**config.mk**
```make
export PLATFORM = sky130hd
export DESIGN_NAME = lc3_sequencer
export DESIGN_NICKNAME = d
export VERILOG_FILES = /design/src/rtl/lc3_pkg.sv /design/src/rtl/lc3_decode.sv /design/src/rtl/lc3_sequencer.sv
export SDC_FILE = /design/constraint.sdc
export NUM_CORES = 1
export LEC_CHECK = 0
export ABC_AREA = 1
export BUFFER_PORTS_ARGS = -buffer_cell sky130_fd_sc_hd__buf_2
export CAP_MARGIN = 20
export CORE_MARGIN = 2
export CORE_UTILIZATION = 40
export DETAILED_ROUTE_END_ITERATION = 6
export PLACE_DENSITY = 0.72
export SYNTH_ARGS = -nofsm -noshare
export SYNTH_HDL_FRONTEND = slang
export SYNTH_SLANG_ARGS = --single-unit
export TNS_END_PERCENT = 1
```
**constraint.sdc**
```tcl
create_clock -name CLK -period 4 [get_ports CLK]
set_clock_uncertainty 0.2 [all_clocks]
set_input_delay 0.2 -clock CLK [delete_from_list [all_inputs] [get_ports CLK]]
set_output_delay 0.2 -clock CLK [all_outputs]
set_load 0.05 [all_outputs]
```
**src/rtl/lc3_pkg.sv**
```systemverilog
// Shared constants for the LC-3 control sequencer: states, opcodes, select codes.
package lc3_pkg;

  typedef enum logic [2:0] {
    ST_FETCH     = 3'd0,
    ST_DECODE    = 3'd1,
    ST_EXECUTE   = 3'd2,
    ST_MEM       = 3'd3,
    ST_WRITEBACK = 3'd4
  } state_e;

  typedef enum logic [3:0] {
    OP_BR   = 4'h0,
    OP_ADD  = 4'h1,
    OP_LD   = 4'h2,
    OP_ST   = 4'h3,
    OP_JSR  = 4'h4,
    OP_AND  = 4'h5,
    OP_LDR  = 4'h6,
    OP_STR  = 4'h7,
    OP_RTI  = 4'h8,
    OP_NOT  = 4'h9,
    OP_LDI  = 4'hA,
    OP_STI  = 4'hB,
    OP_JMP  = 4'hC,
    OP_MUL  = 4'hD,
    OP_LEA  = 4'hE,
    OP_TRAP = 4'hF
  } opcode_e;

  // ALU operation selects
  localparam logic [2:0] ALU_PASS    = 3'b000;
  localparam logic [2:0] ALU_AND     = 3'b001;
  localparam logic [2:0] ALU_NOT     = 3'b010;
  localparam logic [2:0] ALU_MUL_IMM = 3'b100;

  // ALU operand A source
  localparam logic MUXA_PC  = 1'b0;
  localparam logic MUXA_REG = 1'b1;

  // ALU operand B source
  localparam logic [2:0] MUXB_REG  = 3'b000;
  localparam logic [2:0] MUXB_IMM5 = 3'b100;
  localparam logic [2:0] MUXB_OFF6 = 3'b101;
  localparam logic [2:0] MUXB_OFF9 = 3'b110;

  // Wait counter width; covers the full 1..255 timeout range
  localparam int WAIT_W = 8;

  function automatic opcode_e get_opcode(input logic [3:0] bits);
    return opcode_e'(bits);
  endfunction

endpackage

```
**src/rtl/lc3_decode.sv**
```systemverilog
// Combinational opcode-to-datapath-select decode used during DECODE.
module lc3_decode
  import lc3_pkg::*;
#(
  parameter int WIDTH = 16
) (
  input  logic [WIDTH-1:0] ir,
  output logic [2:0]       alu_control,
  output logic             alu_mux_a,
  output logic [2:0]       alu_mux_b,
  output logic             mar_le
);

  opcode_e op;
  logic    unused_ir;

  assign op        = get_opcode(ir[WIDTH-1:WIDTH-4]);
  assign unused_ir = ^ir;

  // Select codes as a pure function of the opcode and mode bits
  always_comb begin
    alu_control = ALU_PASS;
    alu_mux_a   = MUXA_REG;
    alu_mux_b   = MUXB_REG;
    mar_le      = 1'b0;

    case (op)
      OP_AND: alu_control = ALU_AND;
      OP_NOT: alu_control = ALU_NOT;
      OP_MUL: alu_control = ir[5] ? ALU_MUL_IMM : {1'b1, ir[4:3]};
      default: alu_control = ALU_PASS;
    endcase

    if (op == OP_BR || op == OP_LEA) alu_mux_a = MUXA_PC;

    if ((op == OP_ADD || op == OP_MUL) && ir[5])         alu_mux_b = MUXB_IMM5;
    else if (op == OP_LDR || op == OP_STR || op == OP_LEA) alu_mux_b = MUXB_OFF6;
    else if (op == OP_BR)                                alu_mux_b = MUXB_OFF9;

    mar_le = (op == OP_LDR) || (op == OP_STR);
  end

endmodule

```
**src/rtl/lc3_sequencer.sv**
```systemverilog
// LC-3 control sequencer: FETCH/DECODE/EXECUTE/MEM/WRITEBACK FSM with
// memory wait timeout and condition-code registers.
module lc3_sequencer
  import lc3_pkg::*;
#(
  parameter int WIDTH       = 16,
  parameter int MEM_TIMEOUT = 15
) (
  input  logic             CLK,
  input  logic             RESET_N,
  input  logic [WIDTH-1:0] IR,
  input  logic             MEM_READY,
  input  logic [WIDTH-1:0] RESULT,
  output logic [2:0]       STAGE,
  output logic             IR_LE,
  output logic             PC_LE,
  output logic             PC_CONTROL,
  output logic             MAR_LE,
  output logic             MAR_CONTROL,
  output logic             MEM_REQ,
  output logic             MEM_WE,
  output logic             RD_LE,
  output logic             REG_CONTROL,
  output logic [2:0]       ALU_CONTROL,
  output logic             ALU_MuxA,
  output logic [2:0]       ALU_MuxB,
  output logic             N,
  output logic             Z,
  output logic             P,
  output logic             TIMEOUT,
  output logic             INSTR_DONE
);

  // Counter value seen in the cycle of the MEM_TIMEOUT-th wait
  localparam logic [WAIT_W-1:0] WAIT_LAST = WAIT_W'(MEM_TIMEOUT - 1);

  state_e              state_q, state_d;
  logic [WAIT_W-1:0]   wait_q, wait_d;
  logic [2:0]          nzp_q, nzp_d;
  opcode_e             op;

  logic [2:0]          dec_alu_control;
  logic                dec_alu_mux_a;
  logic [2:0]          dec_alu_mux_b;
  logic                dec_mar_le;

  assign op        = get_opcode(IR[WIDTH-1:WIDTH-4]);
  assign STAGE     = state_q;
  assign {N, Z, P} = nzp_q;

  lc3_decode #(.WIDTH(WIDTH)) u_decode (
    .ir          (IR),
    .alu_control (dec_alu_control),
    .alu_mux_a   (dec_alu_mux_a),
    .alu_mux_b   (dec_alu_mux_b),
    .mar_le      (dec_mar_le)
  );

  // Next state, strobes, wait counter and condition-code next values
  always_comb begin
    state_d     = state_q;
    wait_d      = wait_q;
    nzp_d       = nzp_q;
    IR_LE       = 1'b0;
    PC_LE       = 1'b0;
    PC_CONTROL  = 1'b0;
    MAR_LE      = 1'b0;
    MAR_CONTROL = 1'b0;
    MEM_REQ     = 1'b0;
    MEM_WE      = 1'b0;
    RD_LE       = 1'b0;
    REG_CONTROL = 1'b0;
    ALU_CONTROL = ALU_PASS;
    ALU_MuxA    = MUXA_REG;
    ALU_MuxB    = MUXB_REG;
    TIMEOUT     = 1'b0;
    INSTR_DONE  = 1'b0;

    case (state_q)
      ST_FETCH: begin
        MAR_CONTROL = 1'b1;
        MEM_REQ     = 1'b1;
        if (MEM_READY) begin
          IR_LE   = 1'b1;
          state_d = ST_DECODE;
        end else if (wait_q == WAIT_LAST) begin
          MEM_REQ = 1'b0;
          TIMEOUT = 1'b1;
          state_d = ST_FETCH;
        end
      end

      ST_DECODE: begin
        ALU_CONTROL = dec_alu_control;
        ALU_MuxA    = dec_alu_mux_a;
        ALU_MuxB    = dec_alu_mux_b;
        MAR_LE      = dec_mar_le;
        state_d     = ST_EXECUTE;
      end

      ST_EXECUTE: begin
        PC_LE = 1'b1;
        case (op)
          OP_JMP, OP_JSR, OP_TRAP, OP_RTI: PC_CONTROL = 1'b1;
          OP_BR: PC_CONTROL = |(IR[11:9] & nzp_q);
          default: PC_CONTROL = 1'b0;
        endcase
        case (op)
          OP_LDR, OP_STR: state_d = ST_MEM;
          OP_BR, OP_JMP, OP_RTI: begin
            INSTR_DONE = 1'b1;
            state_d    = ST_FETCH;
          end
          default: state_d = ST_WRITEBACK;
        endcase
      end

      ST_MEM: begin
        MEM_REQ = 1'b1;
        MEM_WE  = (op == OP_STR);
        if (MEM_READY) begin
          if (op == OP_STR) begin
            INSTR_DONE = 1'b1;
            state_d    = ST_FETCH;
          end else begin
            state_d = ST_WRITEBACK;
          end
        end else if (wait_q == WAIT_LAST) begin
          MEM_REQ = 1'b0;
          MEM_WE  = 1'b0;
          TIMEOUT = 1'b1;
          state_d = ST_FETCH;
        end
      end

      ST_WRITEBACK: begin
        RD_LE       = 1'b1;
        REG_CONTROL = (op == OP_LDR);
        INSTR_DONE  = 1'b1;
        nzp_d       = {RESULT[WIDTH-1], RESULT == '0, !RESULT[WIDTH-1] && (RESULT != '0)};
        state_d     = ST_FETCH;
      end

      default: state_d = ST_FETCH;
    endcase

    // Any state change (or a FETCH-to-FETCH timeout retry) starts a fresh wait count
    if (state_d != state_q || TIMEOUT) begin
      wait_d = '0;
    end else if (MEM_REQ && !MEM_READY) begin
      wait_d = wait_q + WAIT_W'(1);
    end

    if (!RESET_N) begin
      IR_LE       = 1'b0;
      PC_LE       = 1'b0;
      PC_CONTROL  = 1'b0;
      MAR_LE      = 1'b0;
      MAR_CONTROL = 1'b0;
      MEM_REQ     = 1'b0;
      MEM_WE      = 1'b0;
      RD_LE       = 1'b0;
      REG_CONTROL = 1'b0;
      TIMEOUT     = 1'b0;
      INSTR_DONE  = 1'b0;
    end
  end

  // State, wait counter and condition-code registers
  always_ff @(posedge CLK) begin
    if (!RESET_N) begin
      state_q <= ST_FETCH;
      wait_q  <= '0;
      nzp_q   <= 3'b010;
    end else begin
      state_q <= state_d;
      wait_q  <= wait_d;
      nzp_q   <= nzp_d;
    end
  end

endmodule

```
# Yosys cells after proc, flatten, opt, wreduce, memory -nomap -nowiden
# Cells that the tools add are included.
[totals]
register_bits = 14
in_bits = 35
out_inout_bits = 24
wordCells = 91
[classes]
addsub = 1
n_eq_ne = 17
mux = 48
bitwise = 2
reduce_logical = 20
[op_table]
columns = ["operator", "count"]
rows = [
  ["$mux 1", 33],
  ["$mux 3", 9],
  ["$eq 4x4->1 const B", 6],
  ["$eq 4x3->1 const B", 4],
  ["$logic_not 16->1", 1],
  ["$reduce_bool 16->1", 1],
  ["$pmux 3 s4", 1],
  ["$pmux 3 s3", 1],
  ["$add 8x1->8 const B", 1],
  ["$eq 8x4->1 const B", 1],
  ["$eq 3x2->1 const B", 2],
  ["$pmux 3 s2", 1],
  ["$reduce_or 2->1", 3],
  ["$reduce_or 3->1", 2],
  ["$logic_or 1x1->1", 5],
  ["$eq 4x1->1 const B", 1],
  ["$logic_not 4->1", 1],
  ["$reduce_or 4->1", 1],
  ["$and 3x3->3", 1],
  ["$eq 3x1->1 const B", 1],
  ["$eq 3x3->1 const B", 1],
  ["$logic_and 1x1->1", 3],
  ["$logic_not 3->1", 1],
  ["$ne 3x3->1", 1],
  ["5 further kinds", 6],
]

# Depth between registers and ports, before layout
# Gate-level depths: netlist of run 1.
[depth]
depth_word = 7
depth_mapped = 9
mapped_depth_nobuf = 9

# Cells and area by module
# Synthesis of run 1 repeated with hierarchy kept, for this count alone.
[hier_totals]
cells_unflattened = 201
hier_area_um2 = 1192.4
[by_module_without_submodules]
columns = ["mod", "n_inst", "cells_each", "area_per_inst_um2"]
rows = [
  ["lc3_sequencer", 1, 175, 1083.5],
  ["lc3_decode", 1, 26, 108.9],
]

# Least setup slack after synthesis of run 1
# No wires, ideal clock.
[synth_timing]
kind = "register -> output"
from = "register state_q[1] (netlist: STAGE[1])"
to = "output port PC_CONTROL"
t_arrival_ns = 2.609
t_required_ns = 3.600
slack_ns = 0.991
stages_incl_launch_ff = 6
n_path_buf = 0
cell_sequence = "dfxtp_1 > inv_1 > nor3_2 > inv_1 > nor2_1 > a21boi_1"
[synth_via]
elab_chain_cells = 3
[synth_lines]
columns = ["item", "line_no", "text"]
rows = [
  ["start, declared", "lc3_sequencer.sv:37", "state_e state_q, state_d;"],
  ["start signal, assigned", "lc3_sequencer.sv:176", "state_q <= state_d;"],
  ["$eq 3x2->1", "lc3_sequencer.sv:79", "case (state_q)"],
  ["$mux 1", "lc3_sequencer.sv:79", ""],
  ["$mux 1", "lc3_sequencer.sv:154", "if (!RESET_N) begin"],
  ["end, declared", "lc3_sequencer.sv:17", "output logic PC_CONTROL,"],
]
# Every way passes these cells.

# Final worst setup path of run 1
[layout_timing]
from = "register wait_q[0]"
to = "output port MEM_WE"
[layout_via]
elab_chain_cells = 5
[layout_lines]
columns = ["item", "line_no", "text"]
rows = [
  ["start, declared", "lc3_sequencer.sv:38", "logic [WAIT_W-1:0] wait_q, wait_d;"],
  ["start signal, assigned", "lc3_sequencer.sv:177", "wait_q <= wait_d;"],
  ["$eq 8x4->1", "lc3_sequencer.sv:128", "end else if (wait_q == WAIT_LAST) begin"],
  ["$mux 1", "lc3_sequencer.sv:128", ""],
  ["$mux 1", "lc3_sequencer.sv:121", "if (MEM_READY) begin"],
  ["$mux 1", "lc3_sequencer.sv:79", ""],
  ["$mux 1", "lc3_sequencer.sv:154", ""],
  ["end, declared", "lc3_sequencer.sv:21", "output logic MEM_WE,"],
]
# Every way passes these cells.

==> metrics.cfg, run 1 <==
[outcome]
outcome=complete, no violations

[place]
place.gp.congestion=0.860
port_buffers=52
dp_slack_ns=2.11
hpwl_microns=2080

[routing]
wl_per_cell_microns=10.1
dr.pass1.iters=4
drt_wl_total_microns=2690
route.detailed.drc=0
ant_nets=0
drtIter0Drc=22
via_per_inst=4.92
route.vias.total=1314

[worst_setup_path]
startpoint_type=flop
endpoint_kind=output pin
cp_max_fo=5
cpMostUsedCell=inv_1
crit_type=reg2out
critPathMaxStageDelay_ns=0.41
cp.required_ns=3.60
critical_path.slowest_cell=dfxtp_1
arrival_ns=1.81
crit_chain=inv_1 -> ha_1 -> nand2_1 -> nor2_2 -> nand3_1 -> inv_1 -> nor4_1 -> buf_2

[yosys]
syn_area_per_cell_sq_um=6.25
syn_inst=180
yosysWarnings=0
ys_ff_latch=14
yosys.area.top_type=dfxtp_1
synth-compound-area-share_pct=13.2
synth.distinct_cells=29
synth.area.mux_share_pct=0
syn_area_sq_um=1120
synthDominantCellAreaShare_pct=24.9
synth_xor_area_share_pct=2.34
ys_seq_area_share_pct=24.9
synth_fa_ha_area_share_pct=2.22
synth_top_family_by_area=simple AND/OR/NAND/NOR gates
synthSimpleGateAreaFrac_pct=47.5
yosys-top-cells-area=dfxtp_1, nand2_1, inv_1
syn_nets=217

[sta]
slew_violations=0
rsz0062_at_grt=false
whs_ns=0.0108
fin_tns_setup_ns=0
timing.final.ws_setup_ns=1.79
period_minus_slack_ns=2.21
hold_viol=0
worst_pin_slew_ns=0.485
max_slew_margin_pct=67.7
fin_crit_sh_pct=55.3
max_freq_ghz=0.452
setup_viol=0

[die]
fp.dieW_microns=57.0
die_h_microns=57.0
dieArea_sq_um=3250
num_rows=19
core_area_sq_um=2710
ios=59
initial_core_util_pct=41.5

[grt]
grt_pass1_wl_microns=4620
gr-total-overflow=0
grt_pass1_vias=1115
grt_use_total_pct=17.8
grt_max_degree=17
antenna_found_initial=0

[clock_network]
htreeDepth=1
hold_buffers=1
clock_sinks=14
cts_made_buffers=3
cts_setup_buffers=0
cts_resized=0
insertion_delay_ns=0.30
cts.clk_slew.worst_paths_ns=0.09
cts_tree=yes
cts_root_buf=clkbuf_4
clock_path_buffers=2

[final_layout]
mostFrequentLayoutCell=buf_2
utilization_pct=54.1
nets=274
fillCellCount=281
multi_input_area_sq_um=734
n_antenna_cell=0
area.growth.synth_to_final_pct=30.4
drive_gt1_share_pct=31.8
final_cell_mix=buf_2, nand2_1, inv_1, nor2_1, dfxtp_1
ff_latch_area_sq_um=280

[power]
power_density_nw_per_um2=261
total_power_uw=382
peakVddDrop_mv=0.135
p_leak_uw=0.000726

[job]
max_cap_violations=0

[worst_hold_path]
hold_path_class=in2reg

==> area by class of cell <==
cell class | instances | area share [%]
flip-flops and latches | 14 | 19.1
inverters | 27 | 7.25
repair buffers | 53 | 18.4
multi-input cells | 138 | 50.1
clock buffers | 4 | 2.47
well taps | 31 | 2.65
==> registers in the layout (all words and copies together) (netlist names) <==
signal and count:
STAGE 3, wait_q 8, nzp_q 3
==> worst max-delay path: cells and delay by family, from the launching register on <==
kind | cells | cell delay, ns
simple gates | 4 | 0.42
flops | 1 | 0.41
fa+ha+maj | 1 | 0.20
buf+inv | 3 | 0.48
==> path summary, 6_finish.rpt <==
path,start,end,slack [ns],depth (start not counted)
hold reg to reg,nzp_q[1],nzp_q[1],0.31,2
setup reg to reg,wait_q[0],wait_q[2],2.33,9
setup / recovery,wait_q[0],MEM_WE,1.79,8
hold / removal,RESET_N,nzp_q[2],0.01,2
==> Yosys cell counts <==
cell and number:
nand3_2 1, nor2_2 2, o211ai_1 1, nor2_1 26, nor3_2 1, or2_2 1, nand2_2 3, a31oi_1 2
a21boi_1 1, inv_1 26, inv_6 1, ha_1 2, o211a_1 1, nand4_1 6, nand2_1 45, a21oi_2 7
a21oi_1 8, nand3_1 10, nand3_4 1, o21ai_0 2, or2_1 1, nor3_1 7, xor2_1 3, dfxtp_1 14
nor4_1 4, nand3b_1 1, nand2_8 1, clkbuf_1 1, nand2_4 1
==> per-stage QoR <==
step	cells	area [sq um]
after floorplan	180	1120
after CTS	267	1470
after global routing	267	1470
after detailed placement	262	1420
after global placement	262	1420
final	267	1470
==> kinds of logic after synthesis <==
| logic type | count (synthesis) |
|---|---|
| XOR/XNOR | 3 |
| buffers and inverters | 28 |
| adder cells (fa/ha/maj) | 2 |
| AND/OR/NAND/NOR | 111 |
| flip-flops | 14 |
| AO/OA/AOI/OAI | 22 |
==> where the power goes <==
part	leakage (uW)	switching (uW)	total [uW]	internal, uW
Clock	0.0000210	54.7	110	55.6
Sequential	0.000113	6.06	150	144
Combinational	0.000591	86.6	122	35.6
Total	0.000726	147	382	235
==> routing by layer <==
metal	global-route usage (%)	wire, microns	vias up	share of wire, %
met2	28.7	1180	39	44
met3	2.72	155	4	5.8
met1	23.1	1310	571	49
li1	-	-	700	-
met4	8.97	46	0	1.7
met5	0	0	-	0
(Power assumes the default switching activity.)
==> inputs of run 2 (changes only) <==
--- a/config.mk
+++ b/config.mk
@@ -11,7 +11,7 @@
 export CORE_MARGIN = 2
 export CORE_UTILIZATION = 40
 export DETAILED_ROUTE_END_ITERATION = 6
-export PLACE_DENSITY = 0.72
+export PLACE_DENSITY = 0.75
 export SYNTH_ARGS = -nofsm -noshare
 export SYNTH_HDL_FRONTEND = slang
 export SYNTH_SLANG_ARGS = --single-unit
==> constraint.sdc (replaced) <==
create_clock -name CLK -period 1.9 [get_ports CLK]
set_clock_uncertainty 0.2 [all_clocks]
set_input_delay 0.095 -clock CLK [delete_from_list [all_inputs] [get_ports CLK]]
set_output_delay 0.095 -clock CLK [all_outputs]
set_load 0.05 [all_outputs]
==> metrics.cfg, run 2 (same netlist as run 1, synthesis figures left out) <==
[outcome]
outcome=complete, no violations

[clock_network]
cts_root_buf=clkbuf_4
cts_tree=yes
htreeDepth=1
cts_made_buffers=3
insertion_delay_ns=0.29
clock_path_buffers=2
cts.clk_slew.worst_paths_ns=0.10
clock_sinks=14

[worst_setup_path]
cp.buffers_inverters=1
crit_chain=nor2_2 -> nand2_2 -> or2_1 -> o211a_1 -> dlygate4sd3_1
arrival_ns=1.82
cp.required_ns=1.89
crit_family=buffers and inverters
crit_type=reg2reg
endpoint_kind=flop
startpoint=STAGE[1]
critical_path.slowest_cell=dlygate4sd3_1
critPathMaxStageDelay_ns=0.54
r2r_slack_ns=0.07
r2r-start=STAGE[1]
startpoint_type=flop
cp_max_fo=6

[grt]
top_usage_layer=met2
grt_use_total_pct=19.6
grt_pass1_wl_microns=5150
gr-total-overflow=0
globalRouteMet1Util_pct=26.6
met3_usage_pct=2.27
grt_use_met2_pct=31.7
grt_max_degree=15
grt_pass1_vias=1244
antenna_found_initial=0

[final_layout]
area.growth.synth_to_final_pct=53.4
drive_gt1_share_pct=37.8
multi_input_area_sq_um=825
fillCellCount=258
regMostFlops=wait_q
mostFrequentLayoutCell=nand2_1
n_antenna_cell=0
largest_reg_flops=8
final_cell_mix=nand2_1, buf_2, inv_1, nor2_1, dlygate4sd3_1
nets=290
ff_latch_area_sq_um=285

[die]
num_rows=19
die_h_microns=57.0
dieArea_sq_um=3250
core_area_sq_um=2710
initial_core_util_pct=41.5
ios=59
fp.dieW_microns=57.0

[sta]
slew_violations=0
worst_pin_slew_ns=0.501
setup_viol=0
hold_viol=0
fin_tns_setup_ns=0
whs_ns=0.00327
fin_crit_sh_pct=96.6
max_slew_margin_pct=66.6
period_minus_slack_ns=1.83
rsz0062_at_grt=true
max_freq_ghz=0.545

[routing]
route.vias.total=1384
via_per_inst=4.91
ant_nets=0
wl_per_cell_microns=10.6
dr.pass1.iters=4
drt_wl_total_microns=3000
drtIter0Drc=49
route.detailed.drc=0

[worst_hold_path]
hold_path_class=in2reg
hold_start=RESULT[6]

[power]
p_leak_uw=0.000805
peakVddDrop_mv=0.409
power_density_nw_per_um2=463

[place]
hpwl_microns=2210
port_buffers=52
place.gp.congestion=0.800

[job]
max_cap_violations=0

==> run 2: cell count changes in the layout (fill, tap and decap cells not counted), moves of 4 or more <==
cell / previous run / this run
buf_2: 52 / 42
buf_4: 0 / 12
dfxtp_1: 14 / 10
dfxtp_2: 0 / 4
dlygate4sd3_1: 1 / 14
nor3_1: 7 / 3
nor3_2: 1 / 5
nor4_1: 4 / 0
==> run 2: layout make-up <==
class / count / share of cell area (%)
Sequential cell: 14 / 16.5
Tap cell: 31 / 2.25
Multi-Input combinational cell: 138 / 47.8
Clock buffer: 3 / 1.31
Timing Repair Buffer: 69 / 26.0
Inverter: 27 / 6.16
==> run 2: final timing paths <==
check                                  to  cells after the start
worst max register to register   nzp_q[2]                      5
worst min-delay path             nzp_q[1]                      6
worst max-delay path             nzp_q[2]                      5
worst min register to register  wait_q[1]                      2
==> run 2: repair_timing <==
item                                   CTS  global route
endpoints found under the hold margin   12             0
hold buffers                            14             0
setup buffers                            0             1
gates resized for setup                  7            12
setup endpoints to repair                8            13
==> run 2: metrics by stage <==
step | setup slack [ns] | instances | power [uW] | utilization (%) | area (sq um)
after floorplan | -0.282 | 180 | 520 | - | 1210
after global placement | 0.272 | 264 | 597 | 56.0 | 1520
after detailed placement | 0.248 | 264 | 600 | 56.0 | 1520
after CTS | 0.00812 | 281 | 797 | 62.6 | 1700
after global routing | -0.0216 | 282 | 839 | 63.7 | 1730
final | 0.0652 | 282 | 800 | 63.7 | 1730
==> run 2: layer usage <==
metal,part of all wire (%),vias up
li1,-,725
met1,47,616
met2,48,39
met3,4.1,4
met4,1.2,0
met5,0,-
==> run 2: worst reg2reg max path, stage by stage, from the launching register on <==
cell	delay, ns
dfxtp_2	0.36
nor2_2	0.15
nand2_2	0.12
or2_1	0.25
o211a_1	0.12
dlygate4sd3_1	0.54
==> run 2: power breakdown <==
part | internal (uW) | leakage, uW | total [uW] | switching [uW]
Clock | 73.5 | 0.0000138 | 177 | 103
Combinational | 104 | 0.000676 | 307 | 204
Sequential | 304 | 0.000115 | 316 | 11.9
Total | 481 | 0.000805 | 800 | 319
